### src/rtl/alu_74181_arbiter_if.sv
// ---------------------------------------------------------------------------
// alu_74181_arbiter_if
// Bundles the two request channels, the result channel and the completed-
// operation counter of alu_74181_arbiter.
//   req0_*/req1_* : valid, a[3:0], b[3:0], s[3:0] in; ready out
//   res_*         : valid, f[3:0], id out; ready in
//   op_cnt        : CNT_W-bit count of consumed results
// slave  = arbiter side, master = requester/consumer side.
// ---------------------------------------------------------------------------
interface alu_74181_arbiter_if #(
   parameter int CNT_W = 8
);
   logic             req0_valid;
   logic [3:0]       req0_a;
   logic [3:0]       req0_b;
   logic [3:0]       req0_s;
   logic             req0_ready;
   logic             req1_valid;
   logic [3:0]       req1_a;
   logic [3:0]       req1_b;
   logic [3:0]       req1_s;
   logic             req1_ready;
   logic             res_valid;
   logic [3:0]       res_f;
   logic             res_id;
   logic             res_ready;
   logic [CNT_W-1:0] op_cnt;

   modport slave (
      input  req0_valid, req0_a, req0_b, req0_s,
      output req0_ready,
      input  req1_valid, req1_a, req1_b, req1_s,
      output req1_ready,
      output res_valid, res_f, res_id,
      input  res_ready,
      output op_cnt
   );

   modport master (
      output req0_valid, req0_a, req0_b, req0_s,
      input  req0_ready,
      output req1_valid, req1_a, req1_b, req1_s,
      input  req1_ready,
      input  res_valid, res_f, res_id,
      output res_ready,
      input  op_cnt
   );
endinterface

### src/rtl/alu_74181_arbiter.sv
// ---------------------------------------------------------------------------
// alu_74181_arbiter
// Shares one 4-bit 74181 logic unit (M=1, 16 functions) between two
// requesters with round-robin arbitration and a single-entry result slot.
// Ports:
//   clk  : rising-edge clock
//   rst  : synchronous active-high reset
//   bus  : alu_74181_arbiter_if.slave (requests, result, op_cnt)
// The result slot accepts a new operation when empty, or in the same cycle
// the held result is consumed, so back-to-back traffic runs without bubbles.
// ---------------------------------------------------------------------------
module alu_74181_arbiter #(
   parameter int CNT_W = 8
) (
   input  logic                  clk,
   input  logic                  rst,
   alu_74181_arbiter_if.slave    bus
);

   typedef enum logic {
      ST_EMPTY = 1'b0,
      ST_FULL  = 1'b1
   } state_t;

   state_t           state_r;
   state_t           state_nxt_s;
   logic             last_r;       // index of the last granted requester
   logic [3:0]       res_f_r;
   logic             res_id_r;
   logic [CNT_W-1:0] op_cnt_r;

   logic             slot_open_s;
   logic             rdy0_s;
   logic             rdy1_s;
   logic             accept_s;
   logic             xfer_s;
   logic [3:0]       op_a_s;
   logic [3:0]       op_b_s;
   logic [3:0]       op_s_s;

   // 74181 logic-mode function table (active-high data, M=1)
   function automatic logic [3:0] lu_74181(input logic [3:0] a,
                                           input logic [3:0] b,
                                           input logic [3:0] s);
      logic [3:0] f;
      case (s)
         4'b0000: f = ~a;
         4'b0001: f = ~(a | b);
         4'b0010: f = ~a & b;
         4'b0011: f = 4'b0000;
         4'b0100: f = ~(a & b);
         4'b0101: f = ~b;
         4'b0110: f = a ^ b;
         4'b0111: f = a & ~b;
         4'b1000: f = ~a | b;
         4'b1001: f = ~(a ^ b);
         4'b1010: f = b;
         4'b1011: f = a & b;
         4'b1100: f = 4'b1111;
         4'b1101: f = a | ~b;
         4'b1110: f = a | b;
         4'b1111: f = a;
         default: f = 4'b0000;
      endcase
      return f;
   endfunction

   assign xfer_s      = (state_r == ST_FULL) && bus.res_ready;
   assign slot_open_s = (state_r == ST_EMPTY) || bus.res_ready;
   assign accept_s    = rdy0_s || rdy1_s;

   // Round-robin grant; ties go to the requester not granted last
   always_comb begin
      rdy0_s = 1'b0;
      rdy1_s = 1'b0;
      if (rst || !slot_open_s) begin
         rdy0_s = 1'b0;
         rdy1_s = 1'b0;
      end else if (bus.req0_valid && bus.req1_valid) begin
         rdy0_s = last_r;
         rdy1_s = ~last_r;
      end else begin
         rdy0_s = bus.req0_valid;
         rdy1_s = bus.req1_valid;
      end
   end

   // Operand mux feeding the shared logic unit
   always_comb begin
      op_a_s = 4'b0000;
      op_b_s = 4'b0000;
      op_s_s = 4'b0000;
      if (rdy1_s) begin
         op_a_s = bus.req1_a;
         op_b_s = bus.req1_b;
         op_s_s = bus.req1_s;
      end else begin
         op_a_s = bus.req0_a;
         op_b_s = bus.req0_b;
         op_s_s = bus.req0_s;
      end
   end

   // Slot next-state: accept always leaves it FULL, a bare transfer empties it
   always_comb begin
      state_nxt_s = state_r;
      case (state_r)
         ST_EMPTY: begin
            if (accept_s) begin
               state_nxt_s = ST_FULL;
            end else begin
               state_nxt_s = ST_EMPTY;
            end
         end
         ST_FULL: begin
            if (xfer_s && !accept_s) begin
               state_nxt_s = ST_EMPTY;
            end else begin
               state_nxt_s = ST_FULL;
            end
         end
         default: state_nxt_s = ST_EMPTY;
      endcase
   end

   // State register
   always_ff @(posedge clk) begin
      if (rst) begin
         state_r <= ST_EMPTY;
      end else begin
         state_r <= state_nxt_s;
      end
   end

   // Result slot and grant pointer; a reset drops any pending result
   always_ff @(posedge clk) begin
      if (rst) begin
         res_f_r  <= 4'b0000;
         res_id_r <= 1'b0;
         last_r   <= 1'b1;
      end else if (accept_s) begin
         res_f_r  <= lu_74181(op_a_s, op_b_s, op_s_s);
         res_id_r <= rdy1_s;
         last_r   <= rdy1_s;
      end
   end

   // Consumed-result counter, wraps naturally
   always_ff @(posedge clk) begin
      if (rst) begin
         op_cnt_r <= '0;
      end else if (xfer_s) begin
         op_cnt_r <= op_cnt_r + CNT_W'(1);
      end
   end

   assign bus.req0_ready = rdy0_s;
   assign bus.req1_ready = rdy1_s;
   assign bus.res_valid  = (state_r == ST_FULL);
   assign bus.res_f      = res_f_r;
   assign bus.res_id     = res_id_r;
   assign bus.op_cnt     = op_cnt_r;

endmodule

### src/flat_wrapper.sv
// flat-port wrapper written by rule: the top's interface ports become plain ports
module alu_74181_arbiter_flat 
#(
   parameter int CNT_W = 8
)
  (clk, rst, bus_req0_valid, bus_req0_a, bus_req0_b, bus_req0_s, bus_req0_ready, bus_req1_valid, bus_req1_a, bus_req1_b, bus_req1_s, bus_req1_ready, bus_res_valid, bus_res_f, bus_res_id, bus_res_ready, bus_op_cnt);
  alu_74181_arbiter_if #(.CNT_W(CNT_W)) bus_i ();
  input  logic clk;
  input  logic rst;
  input wire logic [$bits(bus_i.req0_valid)-1:0] bus_req0_valid;
  input wire logic [$bits(bus_i.req0_a)-1:0] bus_req0_a;
  input wire logic [$bits(bus_i.req0_b)-1:0] bus_req0_b;
  input wire logic [$bits(bus_i.req0_s)-1:0] bus_req0_s;
  output wire logic [$bits(bus_i.req0_ready)-1:0] bus_req0_ready;
  input wire logic [$bits(bus_i.req1_valid)-1:0] bus_req1_valid;
  input wire logic [$bits(bus_i.req1_a)-1:0] bus_req1_a;
  input wire logic [$bits(bus_i.req1_b)-1:0] bus_req1_b;
  input wire logic [$bits(bus_i.req1_s)-1:0] bus_req1_s;
  output wire logic [$bits(bus_i.req1_ready)-1:0] bus_req1_ready;
  output wire logic [$bits(bus_i.res_valid)-1:0] bus_res_valid;
  output wire logic [$bits(bus_i.res_f)-1:0] bus_res_f;
  output wire logic [$bits(bus_i.res_id)-1:0] bus_res_id;
  input wire logic [$bits(bus_i.res_ready)-1:0] bus_res_ready;
  output wire logic [$bits(bus_i.op_cnt)-1:0] bus_op_cnt;
  assign bus_i.req0_valid = bus_req0_valid;
  assign bus_i.req0_a = bus_req0_a;
  assign bus_i.req0_b = bus_req0_b;
  assign bus_i.req0_s = bus_req0_s;
  assign bus_req0_ready = bus_i.req0_ready;
  assign bus_i.req1_valid = bus_req1_valid;
  assign bus_i.req1_a = bus_req1_a;
  assign bus_i.req1_b = bus_req1_b;
  assign bus_i.req1_s = bus_req1_s;
  assign bus_req1_ready = bus_i.req1_ready;
  assign bus_res_valid = bus_i.res_valid;
  assign bus_res_f = bus_i.res_f;
  assign bus_res_id = bus_i.res_id;
  assign bus_i.res_ready = bus_res_ready;
  assign bus_op_cnt = bus_i.op_cnt;
  alu_74181_arbiter #(.CNT_W(CNT_W)) u_core (.clk(clk), .rst(rst), .bus(bus_i));
endmodule
### config.mk
export PLATFORM = sky130hd
export DESIGN_NAME = alu_74181_arbiter_flat
export DESIGN_NICKNAME = d
export VERILOG_FILES = /design/src/rtl/alu_74181_arbiter_if.sv /design/src/rtl/alu_74181_arbiter.sv /design/src/flat_wrapper.sv
export SDC_FILE = /design/constraint.sdc
export NUM_CORES = 1
export LEC_CHECK = 0
export ABC_AREA = 1
export BUFFER_PORTS_ARGS = -buffer_cell sky130_fd_sc_hd__buf_2
export CORE_ASPECT_RATIO = 1.5
export CORE_UTILIZATION = 40
export DETAILED_ROUTE_END_ITERATION = 8
export PLACE_DENSITY = 0.65
export SLEW_MARGIN = 10
export SYNTH_ARGS = -nofsm -noshare
export SYNTH_HDL_FRONTEND = slang
export SYNTH_SLANG_ARGS = --single-unit
### constraint.sdc
create_clock -name clk -period 2 [get_ports clk]
set_clock_uncertainty 0.2 [all_clocks]
set_input_delay 0.4 -clock clk [delete_from_list [all_inputs] [get_ports clk]]
set_output_delay 0.4 -clock clk [all_outputs]
set_load 0.01 [all_outputs]
### Yosys cells after proc, flatten, opt, wreduce, memory -nomap -nowiden

Cells that the tools add are included.

| operators by class | value |
|---|---|
| equality and inequality tests | 15 |
| add/subtract/negate cells | 1 |
| mux-type cells | 11 |
| bitwise operators | 14 |
| reductions and logical operators | 9 |

Operators by type and width:

| kind | count |
|---|---|
| case mux 4 bit (16 select lines) | 1 |
| equality test 4 bit (second input constant) | 8 |
| inverter 4 bit | 5 |
| equality test 4 x 3 -> 1 bit (second input constant) | 4 |
| AND 4 bit | 3 |
| two-way mux 4 bit | 3 |
| bitwise OR 4 bit | 3 |
| adder 8 x 1 -> 8 bit (second input constant) | 1 |
| equality test 4 x 2 -> 1 bit (second input constant) | 2 |
| two-way mux 1 bit | 6 |
| equality test 4 x 1 -> 1 bit (second input constant) | 1 |
| logical NOT 4 bit | 1 |
| XOR 4 bit | 1 |
| logical AND 1 bit | 3 |
| logical OR 1 bit | 3 |
| logical NOT 1 bit | 2 |
| inverter 1 bit | 2 |
| case mux 1 bit (2 select lines) | 1 |

| word-level totals | value |
|---|---|
| bits of input ports | 29 |
| flip-flop bits (word level) | 15 |
| output and inout port bits | 16 |
| logic and storage cells | 55 |

### Depth between registers and ports, before layout

Gate-level depths: netlist (run 1).

| logic depth | value |
|---|---|
| depth after elaboration | 10 |
| depth in mapped cells | 18 |
| gate-level depth less buffers | 17 |

### Worst setup path before layout (run 1)

Ideal clock, no wire load.

| timing path | value |
|---|---|
| path kind | input -> register |
| start | input bus_req0_valid |
| end | register u_core.res_f_r[3] (netlist: u_core.bus.res_f[3]) |
| path slack | -178 ps |
| arrival | 1869 ps |
| stages | 16 |
| library setup time | 109 ps |
| buffers on the path | 1 |
| data required time | 1691 ps |
| cells stage by stage | nand2_1 -> nand2_2 -> inv_2 -> nand2_2 -> buf_4 -> o21ai_1 -> inv_1 -> ha_1 -> nand3_1 -> nand2_1 -> nor2_1 -> nand2_1 -> nor2_1 -> nand3_1 -> nand2_1 -> inv_1 |

| on the way | value |
|---|---|
| longest elaborated chain between the ends | 7 |
| elaborated cells between the ends (all ways) | 38 |
| those cells by class | 15 x eq/ne; 8 x mux; 12 x bitwise; 3 x reduce/logical |

Ends and longest elaborated chain:

| element | RTL line | RTL |
|---|---|---|
| start, declared | flat_wrapper.sv:10 | `input wire logic [$bits(bus_i.req0_valid)-1:0] bus_req0_valid;` |
| branches (longest 7 deep; another with case mux 4 bit (16 select lines)) | n/a |  |
| end signal, assigned | alu_74181_arbiter.sv:142 | `res_f_r <= lu_74181(op_a_s, op_b_s, op_s_s);` |
| end, declared | alu_74181_arbiter.sv:28 | `logic [3:0] res_f_r;` |

Several ways; the timed one is not identified.
A chain may end at the register's enable or synchronous reset.

### Final worst setup path (run 1)

| timing path | value |
|---|---|
| start | register u_core.state_r (netlist: u_core.bus.res_valid) |
| end | register u_core.res_f_r[0] (netlist: u_core.bus.res_f[0]) |

| on the way | value |
|---|---|
| longest elaborated chain between the ends | 9 |
| elaborated cells between the ends (all ways) | 39 |
| those cells by class | 15 x eq/ne; 6 x mux; 13 x bitwise; 5 x reduce/logical |

Ends and longest elaborated chain:

| element | RTL line | RTL |
|---|---|---|
| start, declared | alu_74181_arbiter.sv:25 | `state_t state_r;` |
| start signal, assigned | alu_74181_arbiter.sv:131 | `state_r <= state_nxt_s;` |
| inverter 1 bit (*) | alu_74181_arbiter.sv:69 | `assign slot_open_s = (state_r == ST_EMPTY) \|\| bus.res_ready;` |
| logical OR 1 bit (*) | alu_74181_arbiter.sv:69 |  |
| logical NOT 1 bit (*) | alu_74181_arbiter.sv:76 | `if (rst \|\| !slot_open_s) begin` |
| logical OR 1 bit (*) | alu_74181_arbiter.sv:76 |  |
| branches (longest 5 deep; another with case mux 4 bit (16 select lines)) | n/a |  |

Every way passes the cells marked *.

==> results of run 1 <==
[placed cells by master, fill, tap and decap left out, types with 7 or more instances in the layout]
master and count:
nand2_1 81, buf_2 43, inv_1 42, nor2_1 28
buf_4 23, nand3_1 20, nand2_2 18, nand2_4 14
dfxtp_1 14, inv_2 10, o21ai_0 9, a21oi_1 7
nor2_2 7, o21ai_1 7, ha_1 7
[flip-flops by register name, summed over array words and instances (netlist names)]
register / cells
u_core.bus.op_cnt: 8
u_core.bus.res_f: 4
u_core.bus.res_id: 1
u_core.bus.res_valid: 1
u_core.last_r: 1
[how the worst max path moves through the flow]
stage	depth (start not counted)	end	from
finish	16	u_core.bus.res_f[0]$_SDFFE_PP0P_	u_core.bus.res_valid$_SDFF_PP0_
global route	16	u_core.bus.res_f[0]$_SDFFE_PP0P_	u_core.bus.res_valid$_SDFF_PP0_
detailed placement	17	u_core.bus.res_f[0]$_SDFFE_PP0P_	bus_res_ready
CTS	12	u_core.bus.res_f[3]$_SDFFE_PP0P_	u_core.bus.res_valid$_SDFF_PP0_
floorplan	14	u_core.bus.res_f[3]$_SDFFE_PP0P_	bus_res_ready
global placement	17	u_core.bus.res_f[0]$_SDFFE_PP0P_	bus_res_ready
[final cells by class]
type	instances	area (µm²)
clock inverter	1	5.005
inverter	54	217.7
sequential	15	301.5
tap	46	57.56
multi-input combinational	233	1490
timing repair buffer	73	493.0
clock buffer	3	41.29
fill	408	1639
[power by group]
part	switching, mW	internal, mW
sequential	0.00951	0.316
combinational	0.315	0.228
clock	0.108	0.138
total	0.432	0.682
[tightest hold or removal path: stages (launching register included)]
cell and delay, ns:
dfxtp_1 0.31, inv_1 0.06, a21oi_1 0.05
[timing repair]
item	CTS	global route
setup endpoints to repair	4	5
hold buffers	0	0
gates resized for setup	18	11
pin swaps	14	12
buffers inserted	5	1
cloned	1	0
[cells by family (layout without fill, tap and decap cells)]
| logic type | count (synthesis) | after routing |
|---|---|---|
| flops | 15 | 15 |
| buf+inv | 59 | 131 |
| compound gates | 35 | 35 |
| fa+ha+maj | 13 | 13 |
| xor+xnor | 1 | 1 |
| simple gates | 183 | 184 |
[metal layers]
layer	up-vias	track usage	share of wire
li1	1085	-	-
met1	898	0.2188	0.40
met2	46	0.4214	0.54
met3	11	0.009302	0.023
met4	0	0.1042	0.033
met5	-	0	0
[through the flow]
| stage | power (mW) | instances |
|---|---|---|
| after global routing | 1.191 | 425 |
| after detailed placement | 0.8077 | 414 |
| after global placement | 0.8011 | 414 |
| final | 1.114 | 425 |
| after CTS | 1.102 | 424 |
| after floorplan | 0.6562 | 306 |
==> flow_summary.json, run 1 <==
{
  "synth-main-ff-cell": "dfxtp_1",
  "postPlaceCellArea_um2": 2352,
  "numCtsBuffers": 3,
  "port_buffers": 44,
  "syn_area_um2": 1784,
  "slew_headroom": 0.8100,
  "routedWlPerCell_um": 11.25,
  "rsz0062_at_grt": "yes",
  "final.period_utilization": 1.066,
  "ys_ff_latch": 15,
  "cts.sinks": 15,
  "std_cell_rows": 29,
  "setup-tns-final_ns": -0.2729,
  "drc": 0,
  "worst_slew_pin_slew_ns": 0.2843,
  "fin_area_um2": 2606,
  "tritoncts": "yes",
  "grt_usage": 0.2138,
  "antenna_found_initial": 0,
  "first_global_vias": 1996,
  "vdd_ir_drop_max_uv": 641.5,
  "ant_nets": 0,
  "worst-path-max-fanout": 8,
  "cp_top_family": "simple AND/OR/NAND/NOR gates",
  "dp_worst_setup_slack_ns": -0.4963,
  "r2r-end": "u_core.bus.res_f[0]$_SDFFE_PP0P_",
  "r2r_cells": 16,
  "finalHoldViolCount": 0,
  "clockBufferDepth": 2,
  "cts-root-buf": "clkbuf_8",
  "grt_overflow": 0,
  "holdPathStages": 2,
  "path_buf_inv": 4,
  "worst-r2r-setup-slack_ns": -0.13,
  "r2r-start": "u_core.bus.res_valid$_SDFF_PP0_",
  "synth-xor-area-share": 0.004909,
  "synth_simple_gate_area_frac": 0.4797,
  "synth.most_common_cell": "nand2_1",
  "crit_path_frequent_cell": "nand2_1",
  "max_stage_delay_ns": 0.34,
  "synth_fa_ha_area_frac": 0.09116,
  "synth_common_cells": "nand2_1, inv_1, nor2_1",
  "die_area_um2": 4737,
  "p_per_area_nw_per_um2": 427.5,
  "start_util": 0.4203,
  "violations": "negative setup slack",
  "synth_top_family_by_area": "simple AND/OR/NAND/NOR gates",
  "clk_latency_ns": 0.25,
  "synth_area_leaders": "nand2_1, dfxtp_1, inv_1, ha_1, nand3_1",
  "synth_compound_area_frac": 0.1192,
  "cp_data_required_time_ns": 1.95,
  "cp-start-kind": "flip-flop",
  "path_class": "flip-flop to flip-flop",
  "drv_slew": 0,
  "core-area_um2": 4245,
  "antenna_cells": 0,
  "cp_cell_sequence": "a21oi_4 -> buf_12 -> nand2_8 -> buf_4 -> nand2_2 -> nand2_4 -> nand2_2 -> inv_2 -> nand3_1 -> nand2_1 -> nor2_1 -> nand2_1 -> nor2_2 -> nand3_1 -> nand2_1 -> inv_1",
  "drive_above_1_share": 0.4063,
  "die_x_um": 56.53,
  "end_kind": "flip-flop",
  "clk_pin_slew_ns": 0.06,
  "yosysSeqAreaShare": 0.1683,
  "area_growth_pct": 46.07,
  "min_from": "u_core.bus.op_cnt[7]$_SDFFE_PP0P_",
  "synthMuxAreaShare": 0,
  "drt_iter0_markers": 90,
  "finalWorstSetupSlack_ns": -0.1317,
  "grt_max_degree": 13,
  "finalSetupViolCount": 4,
  "synth_warnings": 0,
  "period_needed_ns": 2.132,
  "dr.pass1.iters": 4,
  "drv_cap": 0,
  "fmax_ghz": 0.4691,
  "outcome": "finished with violations",
  "hold_end": "u_core.bus.op_cnt[7]$_SDFFE_PP0P_",
  "hold_slack_ns": 0.2582,
  "fp.dieH_um": 83.80,
  "synthDistinctLibCells": 24,
  "cp_slowest_cell": "dfxtp_2",
  "synth_top_area_frac": 0.1978,
  "routed_wl_mm": 4.780,
  "p_leak_nw": 1.423,
  "grt_pass1_wl_mm": 8.162,
  "holdCritPathClass": "flip-flop to flip-flop",
  "syn_nets": 348,
  "synth-edff-count": 0,
  "syn_avg_cell_area_um2": 5.831,
  "yosysTopAreaCell": "nand2_1",
  "final_util": 0.6139,
  "viasPerCell": 4.800,
  "h-tree-depth": 1,
  "gp_congestion": 0.9310,
  "vias": 2040,
  "nets": 422,
  "async_flop_share": 0,
  "critPathArrivalTime_ns": 2.08,
  "dp_hpwl_mm": 3.775,
  "io_pins": 45,
  "synthCells": 306
}
Power figures use the tool's default switching activity.
==> run 2: changes to the inputs <==
- SKIP_CTS_REPAIR_TIMING: not set -> 1
==> run 2 against run 1 <==
Net effect:
- the flow still finishes with violations (negative setup slack)
- final area fell by 2.5%
- total power fell by 1.7%
- utilization fell by 1.5 points
- combinational power fell by 3%
- first-iteration DRC count fell by 39%
- maximum frequency fell by 2.5%
- sequential share of layout area rose by 0.30 points
- non-clock buffer count fell by 3
- count of clock-buffer cells in the layout did not move
==> flow_summary.json, run 2 (synthesized netlist as in run 1, its figures left out) <==
{
  "outcome": "finished with violations",
  "violations": "negative setup slack",
  "tritoncts": "yes",
  "cp-start-kind": "flip-flop",
  "port_buffers": 44,
  "slew_headroom": 0.8110,
  "std_cell_rows": 29,
  "power_mw": 1.096,
  "p_int_uw": 667.6,
  "drc": 0,
  "grt_overflow": 0,
  "final.period_utilization": 1.093,
  "vias": 2032,
  "dr.pass1.iters": 4,
  "sw_frac_of_total": 0.3908,
  "finalWorstSetupSlack_ns": -0.1852,
  "dp_hpwl_mm": 3.775,
  "ant_nets": 0,
  "grt_usage": 0.2030,
  "hold_slack_ns": 0.2581,
  "p_switching_uw": 428.2,
  "routedWlPerCell_um": 11.40,
  "antenna_found_initial": 0,
  "cp_data_required_time_ns": 1.95,
  "fmax_ghz": 0.4576,
  "largest_reg_flops": 8,
  "cts-root-buf": "clkbuf_8",
  "drv_slew": 0,
  "area_growth_pct": 42.43,
  "critPathArrivalTime_ns": 2.14,
  "clockBufferDepth": 2,
  "numCtsBuffers": 3,
  "antenna_cells": 0,
  "layout_commonest_cell": "nand2_1",
  "clk_pin_slew_ns": 0.06,
  "finalSetupViolCount": 4,
  "gp_congestion": 0.9310,
  "nets": 419,
  "worst_slew_pin_slew_ns": 0.2828,
  "clkPwrFrac": 0.224,
  "rsz0062_at_grt": "yes",
  "clk_latency_ns": 0.25,
  "path_class": "flip-flop to flip-flop",
  "p_comb_frac": 0.478,
  "grt_pass1_wl_mm": 7.762,
  "end_kind": "flip-flop",
  "holdCritPathClass": "flip-flop to flip-flop",
  "drv_cap": 0,
  "period_needed_ns": 2.185,
  "io_pins": 45,
  "cts.sinks": 15,
  "grt_max_degree": 16,
  "fp.dieH_um": 83.80,
  "die_area_um2": 4737,
  "vdd_ir_drop_max_uv": 653.5,
  "routed_wl_mm": 4.810,
  "finalHoldViolCount": 0,
  "p_per_area_nw_per_um2": 431.2,
  "mostFrequentLayoutCells": "nand2_1, buf_2, inv_1, nor2_1, buf_4",
  "sequentialPowerShare": 0.297,
  "p_leak_nw": 1.388,
  "h-tree-depth": 1,
  "viasPerCell": 4.815,
  "first_global_vias": 1918,
  "drt_iter0_markers": 55,
  "core-area_um2": 4245,
  "worst-path-max-fanout": 8,
  "start_util": 0.4203,
  "drive_above_1_share": 0.3963,
  "die_x_um": 56.53
}
[run 2: path summary, 6_finish.rpt]
path,from,end,slack (ns),cells past startpoint
min reg2reg,u_core.bus.op_cnt[7]$_SDFFE_PP0P_,u_core.bus.op_cnt[7]$_SDFFE_PP0P_,0.26,2
max reg2reg,u_core.bus.res_valid$_SDFF_PP0_,u_core.bus.res_f[0]$_SDFFE_PP0P_,-0.19,15
min,u_core.bus.op_cnt[7]$_SDFFE_PP0P_,u_core.bus.op_cnt[7]$_SDFFE_PP0P_,0.26,2
max,u_core.bus.res_valid$_SDFF_PP0_,u_core.bus.res_f[0]$_SDFFE_PP0P_,-0.19,15
[run 2: power groups by stage]
stage | combinational (mW) | sequential, mW | clock, mW
6_report | 0.524 | 0.326 | 0.246
5_1_grt | 0.582 | 0.328 | 0.264
4_1_cts | 0.479 | 0.325 | 0.253
3_5_place_dp | 0.476 | 0.332 | 0
3_3_place_gp | 0.470 | 0.332 | 0
2_1_floorplan | 0.317 | 0.339 | 0
[run 2: metal layers]
metal / wire (µm) / global-route usage / part of all wire
met1: 1967 / 0.2091 / 0.41
met2: 2494 / 0.3936 / 0.52
met3: 124 / 0.009302 / 0.026
met4: 224 / 0.1086 / 0.047
met5: 0 / 0 / 0
[run 2: critical path, cell delays in order (launching register included)]
cell	delay, ns
dfxtp_2	0.34
a21oi_4	0.21
buf_12	0.13
nand2_8	0.08
nand2_2	0.09
o21ai_4	0.07
ha_1	0.31
inv_1	0.04
nand2_1	0.05
nand2_1	0.04
nor2_1	0.09
nand2_1	0.09
nor2_2	0.14
nand3_2	0.09
nand2_1	0.07
inv_1	0.03
[run 2: cell type report]
class                      instances  area (µm²)
timing repair buffer              70       445.4
multi-input combinational        233        1473
clock inverter                     1       5.005
inverter                          54       217.7
fill                             418        1704
clock buffer                       3       41.29
sequential                        15       301.5
tap                               46       57.56
[run 2: through the flow]
step / instance area, µm² / std cells / TNS (ns) / utilization / setup WS, ns
global placement: 2352 / 414 / -1.619 / 0.5541 / -0.4700
CTS: 2399 / 418 / -0.7014 / 0.5650 / -0.2343
floorplan: 1959 / 306 / -0.1085 / - / -0.04601
detailed placement: 2352 / 414 / -1.711 / 0.5541 / -0.4963
global route: 2541 / 422 / -1.165 / 0.5986 / -0.3121
finish: 2541 / 422 / -0.5728 / 0.5986 / -0.1852
==> run 3: changes to the inputs <==
- PLACE_DENSITY: 0.65 -> 0.75
==> run 3 against run 2 <==
Net effect:
- the run still ends with negative setup slack left
- final area increased by 2.2%
- via count increased by 2.9%
- sequential power about the same
- combinational power increased by 4%
- worst setup slack got worse by 0.019 ns
- count of clock-buffer cells in the layout unchanged
- critical path depth decreased by 1
- wire length increased by 5.4%
- first-iteration DRC count increased by 89%
- maximum frequency decreased by 0.86%
- non-clock buffer count increased by 3
- global-route usage increased by 0.27 points
==> flow_summary.json, run 3 (synthesized netlist as in run 1, its figures left out) <==
{
  "outcome": "finished with violations",
  "violations": "negative setup slack",
  "io_pins": 45,
  "clockBufferDepth": 2,
  "drc": 0,
  "dp_hpwl_mm": 3.788,
  "cp-start-kind": "flip-flop",
  "gp_congestion": 0.9312,
  "tritoncts": "yes",
  "drv_cap": 0,
  "worst-path-max-fanout": 8,
  "period_needed_ns": 2.204,
  "power_mw": 1.109,
  "largest_reg_flops": 8,
  "fp.dieH_um": 83.80,
  "fmax_ghz": 0.4537,
  "routed_wl_mm": 5.069,
  "grt_overflow": 0,
  "std_cell_rows": 29,
  "antenna_found_initial": 0,
  "drv_slew": 0,
  "vdd_ir_drop_max_uv": 500.8,
  "placedCellCount": 417,
  "finalHoldViolCount": 0,
  "die_area_um2": 4737,
  "p_per_area_nw_per_um2": 427.3,
  "cts.sinks": 15,
  "fin_cells": 425,
  "finalWorstSetupSlack_ns": -0.2042,
  "grt_pass1_wl_mm": 8.031,
  "port_buffers": 44,
  "cp_data_required_time_ns": 1.95,
  "first_global_vias": 1887,
  "h-tree-depth": 1,
  "viasPerCell": 4.918,
  "finalSetupViolCount": 5,
  "area_growth_pct": 45.51,
  "grt_usage": 0.2057,
  "p_leak_nw": 1.421,
  "mostFrequentLayoutCells": "nand2_1, buf_2, inv_1, buf_4, nor2_1",
  "final.period_utilization": 1.102,
  "critPathArrivalTime_ns": 2.15,
  "numCtsBuffers": 3,
  "layout_commonest_cell": "nand2_1",
  "routedWlPerCell_um": 11.93,
  "vias": 2090,
  "clk_latency_ns": 0.24,
  "cts-root-buf": "clkbuf_8",
  "core-area_um2": 4245,
  "fillers": 386,
  "dr.pass1.iters": 4,
  "dp_worst_setup_slack_ns": -0.4732,
  "drt_iter0_markers": 104,
  "holdCritPathClass": "flip-flop to flip-flop",
  "final_util": 0.6116,
  "nets": 422,
  "antenna_cells": 0,
  "ant_nets": 0,
  "end_kind": "flip-flop",
  "drive_above_1_share": 0.4222,
  "worst_slew_pin_slew_ns": 0.2761,
  "path_class": "flip-flop to flip-flop",
  "die_x_um": 56.53,
  "slew_headroom": 0.8155,
  "grt_max_degree": 17,
  "hold_slack_ns": 0.2617,
  "clk_pin_slew_ns": 0.06,
  "rsz0062_at_grt": "yes",
  "start_util": 0.4203
}
## run 3: cell types whose count changed in the layout (fill, tap and decap cells not counted), moves of 2 or more
| cell | delta |
|---|---|
| nor2_4 | +3 |
| nor2_1 | -2 |
| nand2_1 | -6 |
| nand2_2 | +4 |
| buf_4 | +5 |
| buf_6 | -2 |
| nand2_4 | +2 |
## run 3: stage by stage
stage / TNS, ns / area, µm²
final: -0.7156 / 2596
after global routing: -1.311 / 2596
after CTS: -0.8565 / 2421
after detailed placement: -1.754 / 2375
after global placement: -1.626 / 2375
after floorplan: -0.1085 / 1959
## run 3: cell type report
cell class / count / area (µm²) / share of cell area
multi-input combinational: 233 / 1511 / 0.5822
clock buffer: 3 / 41.29 / 0.01590
clock inverter: 1 / 5.005 / 0.001928
sequential: 15 / 302.8 / 0.1166
timing repair buffer: 73 / 460.4 / 0.1773
tap: 46 / 57.56 / 0.02217
inverter: 54 / 217.7 / 0.08386
## run 3: power breakdown
group / internal [mW] / switching [mW] / leakage [nW]
Clock: 0.138 / 0.101 / 0.0255
Combinational: 0.224 / 0.320 / 1.27
Sequential: 0.316 / 0.0105 / 0.122
## run 3: worst max-delay path, cell delays in order (launching register included)
cell,delay [ns]
dfxtp_2,0.34
a21oi_4,0.25
buf_12,0.15
nand2_8,0.10
o21ai_4,0.22
inv_2,0.08
ha_2,0.19
nand3_1,0.07
nand2_1,0.05
nor2_1,0.10
nand2_1,0.08
nor2_2,0.10
nand3_1,0.06
nand2_1,0.06
inv_1,0.03
## run 3: metal layers
metal | vias up | global-route usage | wire length [µm]
met5 | - | 0 | 0
met4 | 0 | 0.06874 | 108
met3 | 12 | 0.01395 | 228
met2 | 69 | 0.4000 | 2854
met1 | 923 | 0.2256 | 1878
li1 | 1086 | - | -
## run 3: path summary, 6_finish.rpt
path	to	slack, ns	depth (start not counted)	start
max	u_core.bus.res_f[2]$_SDFFE_PP0P_	-0.20	14	u_core.bus.res_valid$_SDFF_PP0_
min	u_core.bus.op_cnt[7]$_SDFFE_PP0P_	0.26	2	u_core.bus.op_cnt[7]$_SDFFE_PP0P_
max reg2reg	u_core.bus.res_f[2]$_SDFFE_PP0P_	-0.20	14	u_core.bus.res_valid$_SDFF_PP0_
min reg2reg	u_core.bus.op_cnt[7]$_SDFFE_PP0P_	0.26	2	u_core.bus.op_cnt[7]$_SDFFE_PP0P_
